===== src/rtl/shift_register_framed_pkg.sv =====
`default_nettype none
// ============================================================================
// Module  : periph_pkg
// Brief   : Shared bit-order modes and controller states for the framed
//           peripheral shift register.
// Rev     : 1.0
// ============================================================================
package periph_pkg;

    localparam logic MODE_MSB_FIRST = 1'b0;
    localparam logic MODE_LSB_FIRST = 1'b1;

    typedef enum logic [0:0] {
        ST_IDLE  = 1'b0,
        ST_SHIFT = 1'b1
    } state_t;

endpackage : periph_pkg
`default_nettype wire


===== src/rtl/shift_register_framed_if.sv =====
`default_nettype none
// ============================================================================
// Module  : shift_register_framed_if
// Brief   : Control, serial and parallel data bundle of the framed shifter.
// Rev     : 1.0
// ============================================================================
interface shift_register_framed_if #(
    parameter int WIDTH = 8
);
    localparam int CNT_W = $clog2(WIDTH);

    logic             enable;
    logic             peripheralClkEdge;
    logic             lsbFirst;
    logic             parallelLoad;
    logic [WIDTH-1:0] parallelDataIn;
    logic             serialDataIn;
    logic             serialDataOut;
    logic [WIDTH-1:0] parallelDataOut;
    logic [WIDTH-1:0] shiftDataOut;
    logic             wordValid;
    logic [CNT_W-1:0] bitCount;
    logic             busy;

    modport master (
        output enable, peripheralClkEdge, lsbFirst, parallelLoad,
               parallelDataIn, serialDataIn,
        input  serialDataOut, parallelDataOut, shiftDataOut, wordValid,
               bitCount, busy
    );

    modport slave (
        input  enable, peripheralClkEdge, lsbFirst, parallelLoad,
               parallelDataIn, serialDataIn,
        output serialDataOut, parallelDataOut, shiftDataOut, wordValid,
               bitCount, busy
    );

endinterface : shift_register_framed_if
`default_nettype wire


===== src/rtl/shift_register_framed_bit_counter.sv =====
`default_nettype none
// ============================================================================
// Module  : shift_bit_counter
// Brief   : Wrapping bit counter for one word; flags the final bit position.
// Rev     : 1.0
// ============================================================================
module shift_bit_counter #(
    parameter int WIDTH = 8
) (
    input  wire logic                     clk,
    input  wire logic                     rst,
    input  wire logic                     i_clear,
    input  wire logic                     i_advance,
    output logic [$clog2(WIDTH)-1:0]      o_count,
    output logic                          o_last
);
    localparam int CNT_W = $clog2(WIDTH);

    logic [CNT_W-1:0] r_count;

    assign o_count = r_count;
    assign o_last  = (r_count == CNT_W'(WIDTH - 1));

    always_ff @(posedge clk) begin
        if (rst || i_clear) begin
            r_count <= '0;
        end else if (i_advance) begin
            r_count <= o_last ? '0 : r_count + CNT_W'(1);
        end
    end

endmodule : shift_bit_counter
`default_nettype wire


===== src/rtl/shift_register_framed.sv =====
`default_nettype none
// ============================================================================
// Module  : shift_register_framed
// Brief   : Framed serial/parallel shift register with selectable bit order,
//           word counter and held receive word.
// Rev     : 1.0
// ============================================================================
module shift_register_framed
    import periph_pkg::*;
#(
    parameter int WIDTH = 8
) (
    input  wire logic               clk,
    input  wire logic               reset,
    shift_register_framed_if.slave  bus
);
    localparam int CNT_W = $clog2(WIDTH);

    state_t           w_state;
    logic             w_shift_en;
    logic             w_complete;
    logic             w_last;
    logic             w_clear;
    logic             w_mode_capture;
    logic [CNT_W-1:0] w_count;
    logic [WIDTH-1:0] w_shifted;

    logic [WIDTH-1:0] r_sr;
    logic [WIDTH-1:0] r_hold;
    logic             r_valid;
    logic             r_mode;

    assign w_state    = bus.enable ? ST_SHIFT : ST_IDLE;
    assign w_shift_en = (w_state == ST_SHIFT) && bus.peripheralClkEdge;
    assign w_complete = w_shift_en && w_last;
    assign w_clear    = (w_state == ST_IDLE) || bus.parallelLoad;

    // The first strobe of a word shifts with the already latched mode, so the
    // mode is not re-sampled on that cycle.
    assign w_mode_capture = bus.parallelLoad || (w_state == ST_IDLE) ||
                            ((w_count == '0) && !bus.peripheralClkEdge);

    assign w_shifted = (r_mode == MODE_LSB_FIRST) ?
                       {bus.serialDataIn, r_sr[WIDTH-1:1]} :
                       {r_sr[WIDTH-2:0], bus.serialDataIn};

    shift_bit_counter #(
        .WIDTH     (WIDTH)
    ) u_bit_counter (
        .clk       (clk),
        .rst       (reset),
        .i_clear   (w_clear),
        .i_advance (w_shift_en),
        .o_count   (w_count),
        .o_last    (w_last)
    );

    always_ff @(posedge clk) begin
        if (reset) begin
            r_sr    <= '0;
            r_hold  <= '0;
            r_valid <= 1'b0;
            r_mode  <= MODE_MSB_FIRST;
        end else begin
            r_valid <= w_complete;
            if (w_complete) begin
                r_hold <= w_shifted;
            end
            // A load always wins the register; a completing strobe has
            // already handed its word to the hold register above.
            if (bus.parallelLoad) begin
                r_sr <= bus.parallelDataIn;
            end else if (w_shift_en) begin
                r_sr <= w_shifted;
            end
            if (w_mode_capture) begin
                r_mode <= bus.lsbFirst;
            end
        end
    end

    assign bus.serialDataOut   = (r_mode == MODE_LSB_FIRST) ? r_sr[0] : r_sr[WIDTH-1];
    assign bus.parallelDataOut = r_hold;
    assign bus.shiftDataOut    = r_sr;
    assign bus.wordValid       = r_valid;
    assign bus.bitCount        = w_count;
    assign bus.busy            = (w_count != '0);

endmodule : shift_register_framed
`default_nettype wire


===== src/flat_wrapper.sv =====
// flat-port wrapper written by rule: the top's interface ports become plain ports
module shift_register_framed_flat import periph_pkg::*;
#(
    parameter int WIDTH = 8
)
  (clk, reset, bus_enable, bus_peripheralClkEdge, bus_lsbFirst, bus_parallelLoad, bus_parallelDataIn, bus_serialDataIn, bus_serialDataOut, bus_parallelDataOut, bus_shiftDataOut, bus_wordValid, bus_bitCount, bus_busy);
  shift_register_framed_if #(.WIDTH(WIDTH)) bus_i ();
  input  wire logic clk;
  input  wire logic reset;
  input wire logic [$bits(bus_i.enable)-1:0] bus_enable;
  input wire logic [$bits(bus_i.peripheralClkEdge)-1:0] bus_peripheralClkEdge;
  input wire logic [$bits(bus_i.lsbFirst)-1:0] bus_lsbFirst;
  input wire logic [$bits(bus_i.parallelLoad)-1:0] bus_parallelLoad;
  input wire logic [$bits(bus_i.parallelDataIn)-1:0] bus_parallelDataIn;
  input wire logic [$bits(bus_i.serialDataIn)-1:0] bus_serialDataIn;
  output wire logic [$bits(bus_i.serialDataOut)-1:0] bus_serialDataOut;
  output wire logic [$bits(bus_i.parallelDataOut)-1:0] bus_parallelDataOut;
  output wire logic [$bits(bus_i.shiftDataOut)-1:0] bus_shiftDataOut;
  output wire logic [$bits(bus_i.wordValid)-1:0] bus_wordValid;
  output wire logic [$bits(bus_i.bitCount)-1:0] bus_bitCount;
  output wire logic [$bits(bus_i.busy)-1:0] bus_busy;
  assign bus_i.enable = bus_enable;
  assign bus_i.peripheralClkEdge = bus_peripheralClkEdge;
  assign bus_i.lsbFirst = bus_lsbFirst;
  assign bus_i.parallelLoad = bus_parallelLoad;
  assign bus_i.parallelDataIn = bus_parallelDataIn;
  assign bus_i.serialDataIn = bus_serialDataIn;
  assign bus_serialDataOut = bus_i.serialDataOut;
  assign bus_parallelDataOut = bus_i.parallelDataOut;
  assign bus_shiftDataOut = bus_i.shiftDataOut;
  assign bus_wordValid = bus_i.wordValid;
  assign bus_bitCount = bus_i.bitCount;
  assign bus_busy = bus_i.busy;
  shift_register_framed #(.WIDTH(WIDTH)) u_core (.clk(clk), .reset(reset), .bus(bus_i));
endmodule

===== config.mk =====
export PLATFORM = sky130hd
export DESIGN_NAME = shift_register_framed_flat
export DESIGN_NICKNAME = d
export VERILOG_FILES = /design/src/rtl/shift_register_framed_pkg.sv /design/src/rtl/shift_register_framed_if.sv /design/src/rtl/shift_register_framed_bit_counter.sv /design/src/rtl/shift_register_framed.sv /design/src/flat_wrapper.sv
export SDC_FILE = /design/constraint.sdc
export NUM_CORES = 1
export LEC_CHECK = 0
export BUFFER_PORTS_ARGS = -buffer_cell sky130_fd_sc_hd__clkbuf_2
export CAP_MARGIN = 0
export CORE_ASPECT_RATIO = 1.2
export CORE_MARGIN = 10
export CORE_UTILIZATION = 48
export DETAILED_ROUTE_END_ITERATION = 10
export MAX_ROUTING_LAYER = met4
export PLACE_DENSITY = 0.77
export SYNTH_ARGS = -nofsm -noshare
export SYNTH_HDL_FRONTEND = slang
export SYNTH_SLANG_ARGS = --single-unit

===== constraint.sdc =====
create_clock -name clk -period 1.88 [get_ports clk]
set_input_delay 0.376 -clock clk [delete_from_list [all_inputs] [get_ports clk]]
set_output_delay 0.376 -clock clk [all_outputs]
set_load 0.02 [all_outputs]

==> results of run 1 <==
==> worst max path at each step <==
stage / from / to / slack, ns
floorplan: u_core.u_bit_counter.o_count[0]$_SDFFE_PP0P_ / u_core.bus.parallelDataOut[6]$_SDFFE_PP0P_ / 0.35
detailed placement: u_core.u_bit_counter.o_count[0]$_SDFFE_PP0P_ / u_core.bus.parallelDataOut[1]$_SDFFE_PP0P_ / 0.33
finish: u_core.r_mode$_SDFFE_PP0P_ / bus_serialDataOut / 0.16
CTS: u_core.r_mode$_SDFFE_PP0P_ / bus_serialDataOut / 0.15
global route: u_core.r_mode$_SDFFE_PP0P_ / bus_serialDataOut / 0.10
global placement: u_core.u_bit_counter.o_count[0]$_SDFFE_PP0P_ / u_core.bus.parallelDataOut[1]$_SDFFE_PP0P_ / 0.39
==> stage by stage <==
step,total power [mW],setup WS (ns)
after floorplan,0.5590,0.3539
after global placement,0.6002,0.3918
after detailed placement,0.6031,0.3291
after CTS,0.8176,0.1548
after global routing,0.8507,0.1005
final,0.8075,0.1639
==> worst max-delay path: stages, from the launching register on <==
cell	delay, ns
dfxtp_1	0.51
mux2_2	0.37
clkbuf_2	0.15
==> cell usage after synthesis <==
cell type | number | area [um2]
o41ai_1 | 1 | 8.760
nor2_2 | 4 | 25.02
or2_2 | 1 | 6.260
a211oi_2 | 4 | 50.05
nand2_1 | 13 | 48.80
nor2_1 | 8 | 30.03
buf_6 | 2 | 22.52
inv_1 | 3 | 11.26
o21ai_0 | 1 | 5.000
mux2i_1 | 11 | 110.1
and3b_1 | 1 | 8.760
nor3b_1 | 1 | 7.510
nand3b_1 | 8 | 60.06
buf_12 | 1 | 20.02
and3_1 | 1 | 6.260
buf_2 | 2 | 10.01
dfxtp_1 | 21 | 420.4
mux2_2 | 5 | 56.30
a31oi_1 | 8 | 50.05
nand2b_1 | 6 | 37.54
clkbuf_1 | 3 | 11.26
ha_1 | 3 | 37.54
nor2b_1 | 2 | 12.51
==> layer usage <==
layer	global-route usage	vias to the layer above	routed length, um
met3	0.03421	4	126
met5	-	-	0
met2	0.1963	29	1226
met1	0.1238	431	1150
li1	-	451	-
met4	0.03731	0	25
==> area by class of cell <==
class / instances / area share
flip-flops and latches: 21 / 0.3340
clock buffers: 4 / 0.02087
inverters: 3 / 0.008946
multi-input cells: 78 / 0.4453
repair buffers: 39 / 0.1610
well taps: 30 / 0.02982
==> kinds of logic (layout without fill, tap and decap cells) <==
kind of cell / Yosys count / count (layout)
AOI/OAI and AO/OA: 14 / 14
adders and majority gates: 3 / 3
buffers and inverters: 11 / 46
DFF: 21 / 21
muxes: 16 / 16
and+or+nand+nor: 45 / 45
==> power by group <==
part / leakage (nW) / switching [mW] / internal [mW]
combinational: 0.364 / 0.0670 / 0.0529
sequential: 0.171 / 0.0151 / 0.457
clock: 0.0150 / 0.133 / 0.0827
==> sequential cells by signal, summed over array words and instances (netlist names) <==
name	cells
u_core.u_bit_counter.o_count	3
u_core.r_mode	1
u_core.bus.wordValid	1
u_core.bus.parallelDataOut	8
u_core.bus.shiftDataOut	8
==> impl_metrics.tcl, run 1 <==
set metrics [dict create \
    outcome "complete, no violations" \
    drive_gt1_frac 0.3862 \
    core_region_area_um2 2072 \
    synth_top_family_by_area "simple AND/OR/NAND/NOR gates" \
    synthSimpleGateAreaFrac 0.2299 \
    startpoint_type "flop" \
    postSynthAreaPerCell_um2 9.600 \
    cts_resized 0 \
    post-route-drc-count 0 \
    cts.htree.levels 1 \
    synth_area_um2 1056 \
    drt_first_pass_iters 4 \
    layout_commonest_cell "clkbuf_2" \
    syn2layout_area_growth_pct 19.19 \
    setup_viol 0 \
    die_width_um 62.82 \
    grt_pass1_vias 921 \
    post-route-period-util 0.9128 \
    start_util 0.5097 \
    rr_endpoint "u_core.bus.parallelDataOut[2]$_SDFFE_PP0P_" \
    finalSetupTns_ns 0 \
    place_area_um2 1232 \
    drv_slew 0 \
    antenna_cells 0 \
    max_freq_mhz 582.7 \
    synth-xor-area-share 0 \
    r2r-start "u_core.u_bit_counter.o_count[0]$_SDFFE_PP0P_" \
    power.leakage_nw 0.5498 \
    gpl.final_weighted_congestion 0.8375 \
    clkLatencyLatePin_ns 0.30 \
    dp_hpwl_um 2018 \
    std_cell_rows 18 \
    p_per_area_nw_per_um2 641.6 \
    synth_nets 128 \
    synth_compound_area_frac 0.1078 \
    drt-total-wl_um 2528 \
    port_buffers 36 \
    ys_seq_area_frac 0.3981 \
    overflow 0 \
    r2r_slack_ns 0.29 \
    layout_min_cycle_time_ns 1.716 \
    vias 915 \
    final-hold-violation-count 0 \
    rsz0062_at_grt "false" \
    cts_buffers 3 \
    avgViaCountPerCell 5.229 \
    hold_class "input pin to flop" \
    placed_cells 171 \
    regArea_um2 420.4 \
    multiInputGateArea_um2 560.5 \
    clockBufferDepth 2 \
    grt_max_degree 21 \
    netlist-cell-type-count 23 \
    synth-seq-cells 21 \
    synthCells 110 \
    drtIter0Drc 23 \
    cts.sinks 21 \
    cts_hold_buf 0 \
    die_h_um 71.38 \
    synthAdderAreaFrac 0.03555 \
    min-delay-start "bus_parallelDataIn[5]" \
    hold_end "u_core.bus.shiftDataOut[5]$_SDFFE_PP0P_" \
    path_clk_slew_ns 0.11 \
    reg2reg_depth 6 \
    postCtsSetupBuffers 0 \
    fin_cells 175 \
    cts_root_buf "clkbuf_4" \
    critPathKind "flop to output pin" \
    post-route-cell-area_um2 1259 \
    finalHoldWorstSlack_ns 0.3114 \
    io_pins 37 \
    peakVddDrop_uv 538.1 \
    worstPathRequired_ns 1.50 \
    cap_violations 0 \
    nNetsFinal 164 \
    grtUsageTotal 0.1143 \
    die_area_um2 4484 \
    synthMuxAreaShare 0.1576 \
    ant_nets 0 \
    slew_headroom 0.7069 \
    routedWlPerCell_um 14.45 \
    arrival_ns 1.34 \
    min_path_cells 3 \
    grt_first_pass_wirelength_um 4153 \
    cts_tree "built" \
    tightestPinTransition_ns 0.4397 \
    fillCellCount 210 \
    antenna_found_initial 0 \
    worstPathMaxFanout 7 \
    cp-end-kind "output pin" \
    final_util 0.6075 \
    yosys_warnings 0 \
    fin_skew_ns 0.002218 \
    layout_common_cells "clkbuf_2, dfxtp_1, nand2_1, mux2i_1" \
]
Power figures use the tool's default switching activity.
==> run 2, diff against run 1 <==
Settings changed: CORE_UTILIZATION 48 to 45, PLACE_DENSITY 0.77 to 0.73.
==> run 2 against run 1 <==
Net effect: clock skew is 0.0054 ns higher; global-route usage fell by 0.44 points; sequential share of layout area shrank 0.066 points; fmax grew 1.3%; via count fell by 2.7%; setup slack gained 0.022 ns; combinational power hardly changed; critical path depth unchanged; wire length shrank 0.83%; critical endpoint unchanged; highest routed layer unchanged.
==> impl_metrics.tcl, run 2 (synthesized netlist as in run 1, its figures left out) <==
set metrics [dict create \
    outcome "complete, no violations" \
    placed_cells 172 \
    cts_tree "built" \
    grt_pass1_vias 912 \
    layout_min_cycle_time_ns 1.694 \
    grt_max_degree 21 \
    drv_slew 0 \
    antenna_found_initial 0 \
    post-route-cell-area_um2 1261 \
    grtUsageTotal 0.1099 \
    peakVddDrop_uv 489.5 \
    gpl.final_weighted_congestion 0.7956 \
    place_area_um2 1234 \
    port_buffers 36 \
    routedWlPerCell_um 14.24 \
    p_per_area_nw_per_um2 642.1 \
    startpoint_type "flop" \
    clockBufferDepth 2 \
    multiInputGateArea_um2 560.5 \
    tightestPinTransition_ns 0.4338 \
    cap_violations 0 \
    dp_hpwl_um 1992 \
    critPathKind "flop to output pin" \
    layout_commonest_cell "clkbuf_2" \
    cts.htree.levels 1 \
    io_pins 37 \
    slew_headroom 0.7108 \
    min_path_cells 3 \
    ant_nets 0 \
    die_area_um2 4692 \
    clkLatencyLatePin_ns 0.30 \
    cts_buffers 3 \
    overflow 0 \
    fillCellCount 217 \
    antenna_cells 0 \
    postCtsSetupBuffers 0 \
    std_cell_rows 19 \
    vias 890 \
    post-route-drc-count 0 \
    avgViaCountPerCell 5.057 \
    worstPathMaxFanout 5 \
    fin_cells 176 \
    max_freq_mhz 590.4 \
    cts_root_buf "clkbuf_4" \
    worstPathRequired_ns 1.50 \
    die_width_um 64.22 \
    cts.sinks 21 \
    drt_first_pass_iters 4 \
    regArea_um2 420.4 \
    final-hold-violation-count 0 \
    drt-total-wl_um 2507 \
    reg2reg_depth 6 \
    hold_class "input pin to flop" \
    start_util 0.4676 \
    rsz0062_at_grt "false" \
    drtIter0Drc 33 \
    fin_skew_ns 0.007631 \
    post-route-period-util 0.9010 \
    nNetsFinal 164 \
    power.leakage_nw 0.5525 \
    finalHoldWorstSlack_ns 0.3072 \
    die_h_um 73.07 \
    arrival_ns 1.32 \
    syn2layout_area_growth_pct 19.43 \
    setup_viol 0 \
    core_region_area_um2 2258 \
    cts_resized 0 \
    grt_first_pass_wirelength_um 4133 \
    cp-end-kind "output pin" \
    cts_hold_buf 0 \
    finalSetupTns_ns 0 \
    drive_gt1_frac 0.3931 \
    p_total_uw 809.9 \
    path_clk_slew_ns 0.12 \
    layout_common_cells "clkbuf_2, dfxtp_1, nand2_1, mux2i_1" \
]
[run 2: per-layer routing]
metal  routed length, um  GRT usage
met1                1093     0.1168
met4                  40    0.04762
met2                1193     0.1794
met5                   0          -
met3                 181    0.04147
[run 2: worst max-delay path, stage by stage (launching register included)]
cell	delay (ns)
dfxtp_1	0.49
mux2_2	0.37
clkbuf_2	0.16
[run 2: layout make-up]
type,instances,area share
inverter,3,0.008929
clock inverter,1,0.003968
timing repair buffer,39,0.1607
tap,31,0.03075
multi-input combinational,78,0.4444
clock buffer,3,0.01786
sequential,21,0.3333
[run 2: final timing paths]
check | end | slack [ns] | start
worst min-delay path | u_core.bus.shiftDataOut[4]$_SDFFE_PP0P_ | 0.31 | bus_parallelDataIn[4]
worst min register to register | u_core.bus.parallelDataOut[0]$_SDFFE_PP0P_ | 0.52 | u_core.bus.parallelDataOut[0]$_SDFFE_PP0P_
worst max-delay path | bus_serialDataOut | 0.19 | u_core.r_mode$_SDFFE_PP0P_
worst max register to register | u_core.bus.parallelDataOut[7]$_SDFFE_PP0P_ | 0.29 | u_core.u_bit_counter.o_count[0]$_SDFFE_PP0P_
[run 2: per-stage QoR]
step / setup slack (ns) / utilization
finish: 0.1861 / 0.5584
global route: 0.1133 / 0.5584
CTS: 0.1706 / 0.5584
detailed placement: 0.3158 / 0.5463
global placement: 0.3898 / 0.5463
floorplan: 0.3539 / -
[run 2: where the power goes]
part | switching [mW] | internal, mW | total [mW]
combinational | 0.0678 | 0.0530 | 0.121
sequential | 0.0150 | 0.457 | 0.472
clock | 0.137 | 0.0794 | 0.217
total | 0.220 | 0.590 | 0.810
==> run 3, diff against run 2 <==
==> constraint.sdc (replaced) <==
create_clock -name clk -period 1.68 [get_ports clk]
set_input_delay 0.336 -clock clk [delete_from_list [all_inputs] [get_ports clk]]
set_output_delay 0.336 -clock clk [all_outputs]
set_load 0.005 [all_outputs]
==> run 3 against run 2 <==
Net effect: total power grew 9.7%; clock power grew 11%; final cell count grew 0.57%; non-clock buffer count grew 1; register-to-register slack lost 0.07 ns; utilization grew 0.39 points; largest power group unchanged.
==> impl_metrics.tcl, run 3 (synthesized netlist as in run 1, its figures left out) <==
set metrics [dict create \
    outcome "complete, no violations" \
    drt-total-wl_um 2545 \
    cts_hold_buf 0 \
    grt_max_degree 17 \
    drt_first_pass_iters 4 \
    overflow 0 \
    die_area_um2 4692 \
    cap_violations 0 \
    avgViaCountPerCell 5.147 \
    cts.sinks 21 \
    rr_endpoint "u_core.bus.parallelDataOut[6]$_SDFFE_PP0P_" \
    io_pins 37 \
    critPathKind "flop to output pin" \
    fillCellCount 231 \
    grt_pass1_vias 932 \
    slowest_delay_ns 0.43 \
    nNetsFinal 165 \
    gpl.final_weighted_congestion 0.8095 \
    setup_viol 0 \
    layout_common_cells "clkbuf_2, dfxtp_1, nand2_1, mux2i_1" \
    grtUsageTotal 0.1155 \
    setup.worst_path.end "bus_serialDataOut" \
    post-route-period-util 0.9115 \
    drtIter0Drc 31 \
    max_freq_mhz 653.0 \
    routedWlPerCell_um 14.38 \
    path_clk_slew_ns 0.12 \
    finalHoldWorstSlack_ns 0.2687 \
    cts.htree.levels 1 \
    regArea_um2 421.7 \
    final_util 0.5623 \
    clockBufferDepth 2 \
    power.leakage_nw 0.5576 \
    clkLatencyLatePin_ns 0.30 \
    worstPathRequired_ns 1.34 \
    multiInputGateArea_um2 560.5 \
    worstPathMaxFanout 7 \
    drive_gt1_frac 0.4041 \
    port_buffers 36 \
    finalSetupTns_ns 0 \
    min-delay-start "bus_parallelDataIn[7]" \
    cts_resized 0 \
    startpoint_type "flop" \
    r2r-start "u_core.u_bit_counter.o_count[0]$_SDFFE_PP0P_" \
    postCtsSetupBuffers 0 \
    dp_hpwl_um 2039 \
    cp-end-kind "output pin" \
    final-hold-violation-count 0 \
    hold_class "input pin to flop" \
    arrival_ns 1.20 \
    ant_nets 0 \
    grt_first_pass_wirelength_um 4215 \
    crit_start "u_core.r_mode$_SDFFE_PP0P_" \
    post-route-drc-count 0 \
    peakVddDrop_uv 618.7 \
    core_region_area_um2 2258 \
    die_h_um 73.07 \
    cts_root_buf "clkbuf_4" \
    crit_chain "mux2_2 > clkbuf_2" \
    antenna_found_initial 0 \
    tightestPinTransition_ns 0.3031 \
    die_width_um 64.22 \
    syn2layout_area_growth_pct 20.26 \
    layout_min_cycle_time_ns 1.531 \
    cts_buffers 3 \
    drv_slew 0 \
    vias 911 \
    rsz0062_at_grt "false" \
    reg2reg_depth 6 \
    cp_slowest_cell "dfxtp_2" \
    p_per_area_nw_per_um2 699.7 \
    std_cell_rows 19 \
    start_util 0.4676 \
    layout_commonest_cell "clkbuf_2" \
    antenna_cells 0 \
    r2r_slack_ns 0.22 \
    fin_skew_ns 0.003411 \
    cts_tree "built" \
    slew_headroom 0.7979 \
]
==> run 3: changes by cell type in the layout (fill, tap and decap cells not counted), sizes merged <==
cell / delta
buf: +1
==> run 3: layer usage <==
metal / vias to the layer above / track usage / routed length [um]
met5: - / - / 0
met4: 0 / 0.07143 / 31
met3: 4 / 0.04455 / 207
met2: 31 / 0.1761 / 1237
met1: 421 / 0.1243 / 1069
li1: 455 / - / -
==> run 3: worst min-delay path by stage <==
stage | end | slack [ns] | cells past startpoint
6_report | u_core.bus.shiftDataOut[7]$_SDFFE_PP0P_ | 0.27 | 3
5_1_grt | u_core.bus.shiftDataOut[7]$_SDFFE_PP0P_ | 0.26 | 3
4_1_cts | u_core.bus.shiftDataOut[7]$_SDFFE_PP0P_ | 0.26 | 3
3_5_place_dp | u_core.bus.parallelDataOut[5]$_SDFFE_PP0P_ | 0.48 | 2
3_3_place_gp | u_core.bus.parallelDataOut[5]$_SDFFE_PP0P_ | 0.47 | 2
2_1_floorplan | u_core.bus.parallelDataOut[6]$_SDFFE_PP0P_ | 0.48 | 2
==> run 3: worst max-delay path: cells and delay by family, from the launching register on <==
kind	cells	cell delay, ns
flops	1	0.43
buf+inv	1	0.11
mux	1	0.35
==> run 3: final cells by class <==
| type | instances | share of cell area |
|---|---|---|
| multi-input combinational | 78 | 0.4414 |
| clock buffer | 3 | 0.01773 |
| clock inverter | 1 | 0.003941 |
| inverter | 3 | 0.008867 |
| sequential | 21 | 0.3320 |
| timing repair buffer | 40 | 0.1655 |
| tap | 31 | 0.03054 |
==> run 3: power by group <==
group	internal [mW]	switching, mW	leakage [nW]
clock network	0.0887	0.152	0.0177
registers	0.512	0.0176	0.171
logic	0.0605	0.0581	0.369
==> run 3: per-stage QoR <==
| stage | power [mW] | cells | area [um2] | setup slack [ns] |
|---|---|---|---|---|
| floorplan | 0.6088 | 110 | 1056 | 0.2820 |
| global placement | 0.6577 | 173 | 1241 | 0.2915 |
| detailed placement | 0.6605 | 173 | 1241 | 0.2197 |
| CTS | 0.9006 | 177 | 1269 | 0.02331 |
| global route | 0.9396 | 177 | 1270 | 0.07375 |
| finish | 0.8886 | 177 | 1270 | 0.1486 |
